--- config.mk ---
export PLATFORM = sky130hd
export DESIGN_NAME = dircc_rts_scheduler
export DESIGN_NICKNAME = d
export VERILOG_FILES = /design/src/rtl/dircc_rts_pkg.sv /design/src/rtl/dircc_rts_fifo.sv /design/src/rtl/dircc_rts_scheduler.sv
export SDC_FILE = /design/constraint.sdc
export NUM_CORES = 1
export LEC_CHECK = 0
export CAP_MARGIN = 20
export CORE_MARGIN = 4
export CORE_UTILIZATION = 50
export CTS_CLUSTER_DIAMETER = 120
export DETAILED_ROUTE_END_ITERATION = 10
export PLACE_DENSITY = 0.88
export SLEW_MARGIN = 0
export SYNTH_ARGS = -nofsm -noshare
export SYNTH_HDL_FRONTEND = slang
export SYNTH_HIERARCHICAL = 1
export SYNTH_SLANG_ARGS = --single-unit
export TNS_END_PERCENT = 20
--- constraint.sdc ---
create_clock -name clk -period 3.5 [get_ports clk]
set_input_delay 1.05 -clock clk [delete_from_list [all_inputs] [get_ports clk]]
set_output_delay 1.05 -clock clk [all_outputs]
set_load 0.05 [all_outputs]
--- src/rtl/dircc_rts_pkg.sv ---
// dircc_rts_pkg: shared types and constants for the RTS scheduler
// Provides the default device/port geometry, the port-mask type, the
// queue entry layout {address, ports} and the "no ports requested" constant.
package dircc_rts_pkg;
    localparam int RTS_NUM_DEVICES = 16;
    localparam int RTS_ADDR_WIDTH  = $clog2(RTS_NUM_DEVICES);
    localparam int RTS_NUM_PORTS   = 4;
    typedef logic [RTS_NUM_PORTS-1:0] rts_port_mask_t;
    typedef struct packed {
        logic [RTS_ADDR_WIDTH-1:0] address;
        rts_port_mask_t            ports;
    } rts_entry_t;
    localparam rts_port_mask_t RTS_PORT_NONE = '0;
endpackage

--- src/rtl/dircc_rts_fifo.sv ---
// dircc_rts_fifo: synchronous first-word-fall-through FIFO with occupancy count
// Ports: clk, reset_n (async active-low), push/wdata write side,
// pop/rdata read side (rdata shows the head while !empty), empty, full, count.
// The caller only pushes when !full or popping, and only pops when !empty.
// DEPTH must be a power of two so the pointers wrap naturally.
module dircc_rts_fifo #(
    parameter int  WIDTH = 8,
    parameter int  DEPTH = 8,
    localparam int PW    = $clog2(DEPTH),
    localparam int CW    = $clog2(DEPTH + 1)
) (
    input  logic             clk,
    input  logic             reset_n,
    input  logic             push,
    input  logic [WIDTH-1:0] wdata,
    input  logic             pop,
    output logic [WIDTH-1:0] rdata,
    output logic             empty,
    output logic             full,
    output logic [CW-1:0]    count
);
    logic [WIDTH-1:0] mem [DEPTH];
    logic [PW-1:0]    wr_ptr;
    logic [PW-1:0]    rd_ptr;

    assign empty = count == '0;
    assign full  = count == CW'(DEPTH);
    assign rdata = mem[rd_ptr];

    always_ff @(posedge clk)
        if (push) mem[wr_ptr] <= wdata;

    always_ff @(posedge clk or negedge reset_n)
        if (!reset_n) begin
            wr_ptr <= '0;
            rd_ptr <= '0;
            count  <= '0;
        end else begin
            if (push) wr_ptr <= wr_ptr + PW'(1);
            if (pop) rd_ptr <= rd_ptr + PW'(1);
            if (push != pop) count <= push ? count + CW'(1) : count - CW'(1);
        end
endmodule

--- src/rtl/dircc_rts_scheduler.sv ---
// dircc_rts_scheduler: ready-to-send evaluation and de-duplicated RTS queue
// Ports: clk, reset_n (async active-low);
//   eval_* : one device state per cycle from the thread-context scanner;
//   clear_valid/clear_address : dispatcher finished a device, drop its pending bit;
//   rts_valid/rts_ready/rts_address/rts_ports : head of queue to the dispatcher;
//   pending_count : queue occupancy; overflow : sticky, a ready device was dropped.
// Optional macro DIRCC_RTS_PRIORITY_EN adds a strict-priority high queue selected
// by eval_priority; pending_count then widens to hold the sum of both queues.
module dircc_rts_scheduler
    import dircc_rts_pkg::*;
#(
    parameter int  NUM_DEVICES = RTS_NUM_DEVICES,
    parameter int  ADDR_WIDTH  = $clog2(NUM_DEVICES),
    parameter int  NUM_PORTS   = RTS_NUM_PORTS,
    parameter int  COUNT_WIDTH = 32,
    parameter int  FIFO_DEPTH  = 8,
`ifdef DIRCC_RTS_PRIORITY_EN
    localparam int PCW         = $clog2(2 * FIFO_DEPTH + 1)
`else
    localparam int PCW         = $clog2(FIFO_DEPTH + 1)
`endif
) (
    input  logic                   clk,
    input  logic                   reset_n,
    input  logic                   eval_valid,
    input  logic [ADDR_WIDTH-1:0]  eval_address,
    input  logic [COUNT_WIDTH-1:0] eval_count,
    input  logic [COUNT_WIDTH-1:0] eval_count_limit,
    input  logic                   eval_sent,
    input  logic                   eval_running,
    input  logic [NUM_PORTS-1:0]   eval_port_mask,
    input  logic                   eval_priority,
    input  logic                   clear_valid,
    input  logic [ADDR_WIDTH-1:0]  clear_address,
    output logic                   rts_valid,
    input  logic                   rts_ready,
    output logic [ADDR_WIDTH-1:0]  rts_address,
    output logic [NUM_PORTS-1:0]   rts_ports,
    output logic [PCW-1:0]         pending_count,
    output logic                   overflow
);
    localparam int EW  = ADDR_WIDTH + NUM_PORTS;
    localparam int FCW = $clog2(FIFO_DEPTH + 1);

    logic [NUM_DEVICES-1:0] pending;
    logic [NUM_DEVICES-1:0] pend_clr;
    logic                   eval_ok;
    logic                   push_req;
    logic                   push;
    logic                   pop;
    logic                   drop;
    logic                   head_valid;
    logic [EW-1:0]          wdata;
    logic [EW-1:0]          head;

    assign eval_ok = eval_valid
                  && ({1'b0, eval_address} < (ADDR_WIDTH + 1)'(NUM_DEVICES))
                  && eval_running && !eval_sent
                  && (eval_count == eval_count_limit)
                  && (eval_port_mask != NUM_PORTS'(RTS_PORT_NONE));

    // The clear lands before evaluation so a same-cycle clear+eval re-enqueues.
    always_comb begin
        pend_clr = pending;
        if (clear_valid && ({1'b0, clear_address} < (ADDR_WIDTH + 1)'(NUM_DEVICES)))
            pend_clr[clear_address] = 1'b0;
    end

    assign push_req = eval_ok && !pend_clr[eval_address];
    assign pop      = head_valid && rts_ready;
    assign drop     = push_req && !push;
    assign wdata    = {eval_address, eval_port_mask};

    // Outputs are forced to zero while empty so reset presents zeros at once.
    assign rts_valid                = head_valid;
    assign {rts_address, rts_ports} = head_valid ? head : '0;

`ifdef DIRCC_RTS_PRIORITY_EN
    logic           hi_full, hi_empty, hi_push, hi_pop;
    logic           lo_full, lo_empty, lo_push, lo_pop;
    logic [EW-1:0]  hi_rd, lo_rd;
    logic [FCW-1:0] hi_cnt, lo_cnt;

    assign hi_pop        = pop && !hi_empty;
    assign lo_pop        = pop && hi_empty;
    assign hi_push       = push_req && eval_priority && (!hi_full || hi_pop);
    assign lo_push       = push_req && !eval_priority && (!lo_full || lo_pop);
    assign push          = hi_push || lo_push;
    assign head_valid    = !(hi_empty && lo_empty);
    assign head          = hi_empty ? lo_rd : hi_rd;
    assign pending_count = PCW'(hi_cnt) + PCW'(lo_cnt);

    dircc_rts_fifo #(.WIDTH(EW), .DEPTH(FIFO_DEPTH)) u_fifo_hi (
        .clk(clk), .reset_n(reset_n), .push(hi_push), .wdata(wdata), .pop(hi_pop),
        .rdata(hi_rd), .empty(hi_empty), .full(hi_full), .count(hi_cnt)
    );
    dircc_rts_fifo #(.WIDTH(EW), .DEPTH(FIFO_DEPTH)) u_fifo_lo (
        .clk(clk), .reset_n(reset_n), .push(lo_push), .wdata(wdata), .pop(lo_pop),
        .rdata(lo_rd), .empty(lo_empty), .full(lo_full), .count(lo_cnt)
    );
`else
    logic           full, empty;
    logic [FCW-1:0] cnt;
    logic           unused_priority;

    assign unused_priority = eval_priority;
    assign push            = push_req && (!full || pop);
    assign head_valid      = !empty;
    assign pending_count   = cnt;

    dircc_rts_fifo #(.WIDTH(EW), .DEPTH(FIFO_DEPTH)) u_fifo (
        .clk(clk), .reset_n(reset_n), .push(push), .wdata(wdata), .pop(pop),
        .rdata(head), .empty(empty), .full(full), .count(cnt)
    );
`endif

    // A dropped device keeps its pending bit clear so the next scan retries it.
    always_ff @(posedge clk or negedge reset_n)
        if (!reset_n) begin
            pending  <= '0;
            overflow <= 1'b0;
        end else begin
            pending <= push ? (pend_clr | (NUM_DEVICES'(1) << eval_address)) : pend_clr;
            if (drop) overflow <= 1'b1;
        end
endmodule

==> out/metrics.cfg, run 1 <==
[sta]
fin_ws_ns = -0.112
worst_pin_slew_ns = 0.662
max_freq_mhz = 277
finalHoldViolCount = 0
post-route-period-util = 1.03
final_max_slew_viol_count = 0
final.min_clock_period_ns = 3.61
skew_ns = 0.00560
finalSetupViolCount = 1
worst_hold_slack_ns = 0.490
maxSlewHeadroom = 0.559

[power_and_ir_drop]
ir_worst_vdd_mv = 0.316
leakagePower_uw = 0.00234
p_per_area_nw_per_um2 = 544
power.total_uw = 3340

[yosys]
synth_area_um2 = 4510
syn-num-nets = 408
postSynthAreaPerCell_um2 = 14.2
synth_top_family_by_area = multiplexers
synth_adder_area_share = 0.0155
synth-simple-area-share = 0.109
yosys_warnings = 6
synth_top_cell_area_share = 0.426
synthXorXnorAreaFrac = 0.0815
ys_types = 47
synthTopCellsByArea = edfxtp_1 43%, dfrtp_1 15%, mux4_1 9.3%, xor2_1 6.8%, mux2_2 3.2%
yosysTopAreaCell = edfxtp_1
seq_area_frac_synth = 0.575
ys_ff_latch = 91
synth_compound_area_frac = 0.0618
synthCells = 319
muxShareOfSynthArea = 0.132

[finish]
regArea_um2 = 2600
drive_above_1_share = 0.219
fillers = 575
final_area_um2 = 6140
antenna_cells = 0
final_nets = 550
multi_input_area_um2 = 1890
syn_to_final_growth_pct = 35.9
fin_util = 0.700

[global_routing]
grt_pass1_wl_um = 16000
first_global_vias = 3292
grt_overflow = 0
groute.usage.overall = 0.202
antenna_found_initial = 0
grt_max_degree = 28

[clock_tree]
clkTransAtPathRegs_ns = 0.09
clk_path_buf_depth = 2
tritoncts = yes
cts_max_level = 3
numCtsBuffers = 9
cts.sinks = 91
insertion_delay_ns = 0.36
cts-root-buf = clkbuf_8
cts_hold_buf = 0

[floorplan]
io_pins = 98
coreArea_um2 = 8760
die-area_um2 = 10600
rows = 34
die_w_um = 103
start_util = 0.515
die_h_um = 103

[worst_setup_path]
cp_data_required_time_ns = 3.74
reg2reg_from = u_fifo/count[0]
r2r_slack_ns = 0.53
crit_path_end_kind = flip-flop
crit_path_max_fanout = 4
crit_type = input pin to flip-flop
reg2reg_depth = 13
start_kind = input pin
worst_r2r_endpoint = u_fifo/count[3]
crit_arrival_ns = 3.85

[detailed_routing]
routed_wl_um = 10800
drt-initial-drc-count = 193
vias = 3240
wire_per_inst_um = 18.8
drt_first_pass_iters = 5
via_per_inst = 5.64
antenna_left = 0
drc = 0

[worst_hold_path]
hold_path_class = flip-flop to flip-flop
worstHoldEndpoint = overflow
hold_start = overflow
hold_depth = 1

[place]
dpl.hpwl_um = 7700
place_congestion = 0.909
io_buffers = 96
place_area_um2 = 5840
place_ws_ns = -0.463

[outcome]
violations = setup timing
status = finished with violations

[job]
maxCapViolations = 0

[power by group]
group / total (uW) / internal [uW] / switching (uW)
registers: 1310 / 1190 / 116
clock network: 658 / 271 / 387
logic: 1370 / 641 / 730
total: 3340 / 2110 / 1230
[layout by cell type, fill, tap and decap left out, types with 4 or more instances in the layout]
master	netlist	layout
nor2b_1	13	13
xor2_1	35	35
nor4_1	10	5
dfrtp_1	27	27
nand3_1	9	8
nand2_1	19	18
nor3_1	5	5
xnor2_1	7	7
o21ai_1	8	10
nor2_1	10	10
inv_6	0	4
clkbuf_8	0	9
edfxtp_1	64	64
nand2b_1	5	5
mux4_1	16	16
o21ai_0	25	23
clkdlybuf4s50_1	0	85
buf_4	0	54
mux2_2	13	12
nor4_2	0	5
[worst max-delay path, stage by stage]
cell	delay, ns
clkdlybuf4s50_1	0.44
xor2_1	0.19
nor4_2	0.31
nand3_1	0.19
nor4_4	0.32
nand2_4	0.09
a21oi_4	0.16
inv_2	0.09
ha_4	0.29
nand3_2	0.11
a211oi_2	0.34
a41oi_2	0.10
xnor2_1	0.17
[sequential cells by signal, summed over array words and instances, names as in the netlist]
name / count
u_fifo/count: 4
u_fifo/mem: 64
pending: 16
overflow: 1
u_fifo/wr_ptr: 3
u_fifo/rd_ptr: 3
[worst max path at each step]
stage                         startpoint               to  slack (ns)  cells past startpoint
detailed placement     eval_port_mask[1]  u_fifo/count[3]       -0.46                     14
finish              eval_count_limit[31]  u_fifo/count[3]       -0.11                     13
global placement    eval_count_limit[23]  u_fifo/count[3]       -0.38                     13
CTS                 eval_count_limit[28]  u_fifo/count[1]       0.003                     11
global route        eval_count_limit[31]  u_fifo/count[3]       -0.18                     13
floorplan           eval_count_limit[15]  u_fifo/count[3]      -0.002                     13
[cell usage after synthesis (all sizes together)]
cell type,number
xnor2,7
o211a,1
clkbuf,5
nor4b,1
a221o,1
dfrtp,27
nand3b,2
or3,1
xor2,35
o211ai,2
a41o,1
edfxtp,64
ha,4
fa,1
a41oi,1
nand2b,6
nor4,11
nor3b,2
buf,7
nand4b,1
and3,1
a211oi,1
nand2,20
or3b,1
a311oi,2
nor3,5
or2,1
o311ai,1
inv,4
nand4,2
mux4,16
a22oi,1
nand3,9
o31a,1
mux2i,3
mux2,13
nor2,10
o21ai,33
a21oi,2
nor2b,13
[stage by stage]
step / cells / setup TNS (ns)
final: 574 / -0.112
after global placement: 555 / -12.40
after detailed placement: 555 / -16.11
after CTS: 572 / 0
after global routing: 574 / -1.15
after floorplan: 319 / -0.00226
[metal layers]
metal / part of all wire / wire (um) / global-route usage / vias up
li1: - / - / - / 1500
met1: 0.38 / 4040 / 0.244 / 1596
met2: 0.55 / 5890 / 0.361 / 122
met3: 0.060 / 651 / 0.0447 / 22
met4: 0.017 / 187 / 0.0627 / 0
met5: 0 / 0 / 0 / -
[what timing repair did]
| action | CTS | global route |
|---|---|---|
| hold endpoints to repair | 0 | 0 |
| pin swaps | 3 | 7 |
| gates resized for setup | 3 | 17 |
| setup buffers | 1 | 2 |
| endpoints found under the setup margin | 2 | 67 |
[logic make-up (layout without fill, tap and decap cells)]
logic type / count (synthesis) / after routing
xor+xnor: 42 / 42
flops: 91 / 91
mux: 32 / 32
buf+inv: 16 / 163
simple gates: 86 / 86
compound gates: 47 / 47
fa+ha+maj: 5 / 5
[final cells by class]
type,instances,area share
tap,108,0.0220
clock inverter,7,0.00938
clock buffer,9,0.0202
timing repair buffer,143,0.214
multi-input combinational,212,0.309
sequential,91,0.423
inverter,4,0.00245
Note: power is estimated with default switching activity, not from simulation.
==> inputs of run 2 (changes only) <==
--- a/config.mk
+++ b/config.mk
@@ -6,9 +6,9 @@
 export NUM_CORES = 1
 export LEC_CHECK = 0
 export CAP_MARGIN = 20
-export CORE_MARGIN = 4
 export CORE_UTILIZATION = 50
 export CTS_CLUSTER_DIAMETER = 120
+export CTS_CLUSTER_SIZE = 10
 export DETAILED_ROUTE_END_ITERATION = 10
 export PLACE_DENSITY = 0.88
 export SLEW_MARGIN = 0
==> run 2 against run 1 <==
Effect of this change:
- the run now ends clean
- critical endpoint unchanged
- clock-buffer cell count did not move
- global-route usage rose by 3.4 points
- sequential power barely moved
- fmax rose by 5.3%
- sequential share of layout area barely moved
- clock power rose by 7.1%
==> out/metrics.cfg, run 2 (synthesis gave the netlist of run 1 again) <==
[outcome]
status = finished, final reports clean

[worst_hold_path]
hold_path_class = flip-flop to flip-flop

[global_routing]
grt_pass1_wl_um = 17100
grt_use_met3 = 0.0361
grt_use_met1 = 0.283
grt_max_degree = 28
top_usage_layer = met2
use_met2 = 0.428
groute.usage.overall = 0.237
grt_overflow = 0
first_global_vias = 3368
antenna_found_initial = 0

[finish]
antenna_cells = 0
regMostFlops = u_fifo/mem
instances_no_fill = 573
drive_above_1_share = 0.217
final_nets = 549
regArea_um2 = 2600
top_regs = u_fifo/mem (64), pending (16), u_fifo/count (4)
final_area_um2 = 6140
final_common_cell = clkdlybuf4s50_1
fillers = 578
layout_common_cells = 87 x clkdlybuf4s50_1, 64 x edfxtp_1, 53 x buf_4, 35 x xor2_1, 27 x dfrtp_1
largest_reg_flops = 64
syn_to_final_growth_pct = 35.9
multi_input_area_um2 = 1890

[floorplan]
die_h_um = 97.0
io_pins = 98
rows = 34
die_w_um = 97.0
start_util = 0.518
die-area_um2 = 9410
coreArea_um2 = 8720

[job]
maxCapViolations = 0

[sta]
post-route-period-util = 0.980
finalHoldViolCount = 0
final_max_slew_viol_count = 0
maxSlewHeadroom = 0.531
fin_ws_ns = 0.0692
skew_ns = 0.0131
rsz0062_at_grt = yes
final.min_clock_period_ns = 3.43
max_freq_mhz = 291
worst_pin_slew_ns = 0.703
finalSetupViolCount = 0

[detailed_routing]
drt-initial-drc-count = 149
routed_wl_um = 10700
wire_per_inst_um = 18.7
drc = 0
vias = 3280
via_per_inst = 5.72
antenna_left = 0
drt_first_pass_iters = 5

[worst_setup_path]
crit_path_max_fanout = 6
crit_type = input pin to flip-flop
crit_arrival_ns = 3.71
crit_path_end_kind = flip-flop
start_kind = input pin
cp_data_required_time_ns = 3.78

[place]
dpl.hpwl_um = 7850
placed_cells = 554
place_area_um2 = 5840
place_ws_ns = -0.560
io_buffers = 96
place_congestion = 0.957

[clock_tree]
cts-root-buf = clkbuf_8
numCtsBuffers = 9
cts_max_level = 3
insertion_delay_ns = 0.35
tritoncts = yes
clk_path_buf_depth = 2
clkTransAtPathRegs_ns = 0.09
cts_hold_buf = 0
cts.sinks = 91

[power_and_ir_drop]
p_per_area_nw_per_um2 = 550
leakagePower_uw = 0.00232
power.total_uw = 3380
ir_worst_vdd_mv = 0.357

[run 2: where the power goes]
group / internal [uW] / switching (uW) / leakage, uW
Combinational: 638 / 721 / 0.00128
Clock: 334 / 371 / 0.000102
Sequential: 1200 / 117 / 0.000937
[run 2: repair_timing]
action,CTS,global route
pin swaps,4,11
endpoints found under the hold margin,0,0
endpoints found under the setup margin,1,49
resized for setup,6,10
setup buffers,2,1
[run 2: layout make-up]
type / count / area share
clock buffers: 9 / 0.0202
clock inverters: 7 / 0.0120
inverters: 4 / 0.00285
multi-input cells: 212 / 0.308
flip-flops and latches: 91 / 0.423
well taps: 108 / 0.0220
repair buffers: 142 / 0.212
[run 2: layer usage]
layer / wire length [um] / part of all wire / vias to the layer above
li1: - / - / 1505
met1: 4140 / 0.39 / 1615
met2: 5820 / 0.54 / 127
met3: 492 / 0.046 / 33
met4: 280 / 0.026 / 0
met5: 0 / 0 / -
[run 2: per-stage QoR]
step / TNS [ns] / hold WS, ns / utilization
floorplan: -0.00226 / 0.458 / -
global placement: -12.97 / 0.472 / 0.669
detailed placement: -19.18 / 0.472 / 0.669
CTS: 0 / 0.503 / 0.697
global route: -0.0192 / 0.525 / 0.704
finish: 0 / 0.502 / 0.704
[run 2: path summary, 6_finish.rpt]
| check | slack [ns] | to | cells past startpoint | from |
|---|---|---|---|---|
| setup / recovery | 0.07 | u_fifo/count[3] | 13 | clear_address[0] |
| hold / removal | 0.50 | overflow | 1 | overflow |
| setup reg to reg | 0.94 | u_fifo/count[3] | 12 | u_fifo/count[0] |
| hold reg to reg | 0.50 | overflow | 1 | overflow |
| max in group asynchronous | 2.16 | u_fifo/rd_ptr[0] | 2 | reset_n |
| min in group asynchronous | 1.06 | pending[8] | 2 | reset_n |
[run 2: critical path, cell delays in order]
cell,delay [ns]
clkdlybuf4s50_1,0.59
or2_2,0.21
o21ai_1,0.09
a221o_1,0.36
or3_4,0.36
nand2_4,0.10
a21oi_4,0.04
inv_4,0.09
ha_4,0.22
a21oi_2,0.18
a211oi_2,0.10
a41oi_2,0.18
xnor2_1,0.14
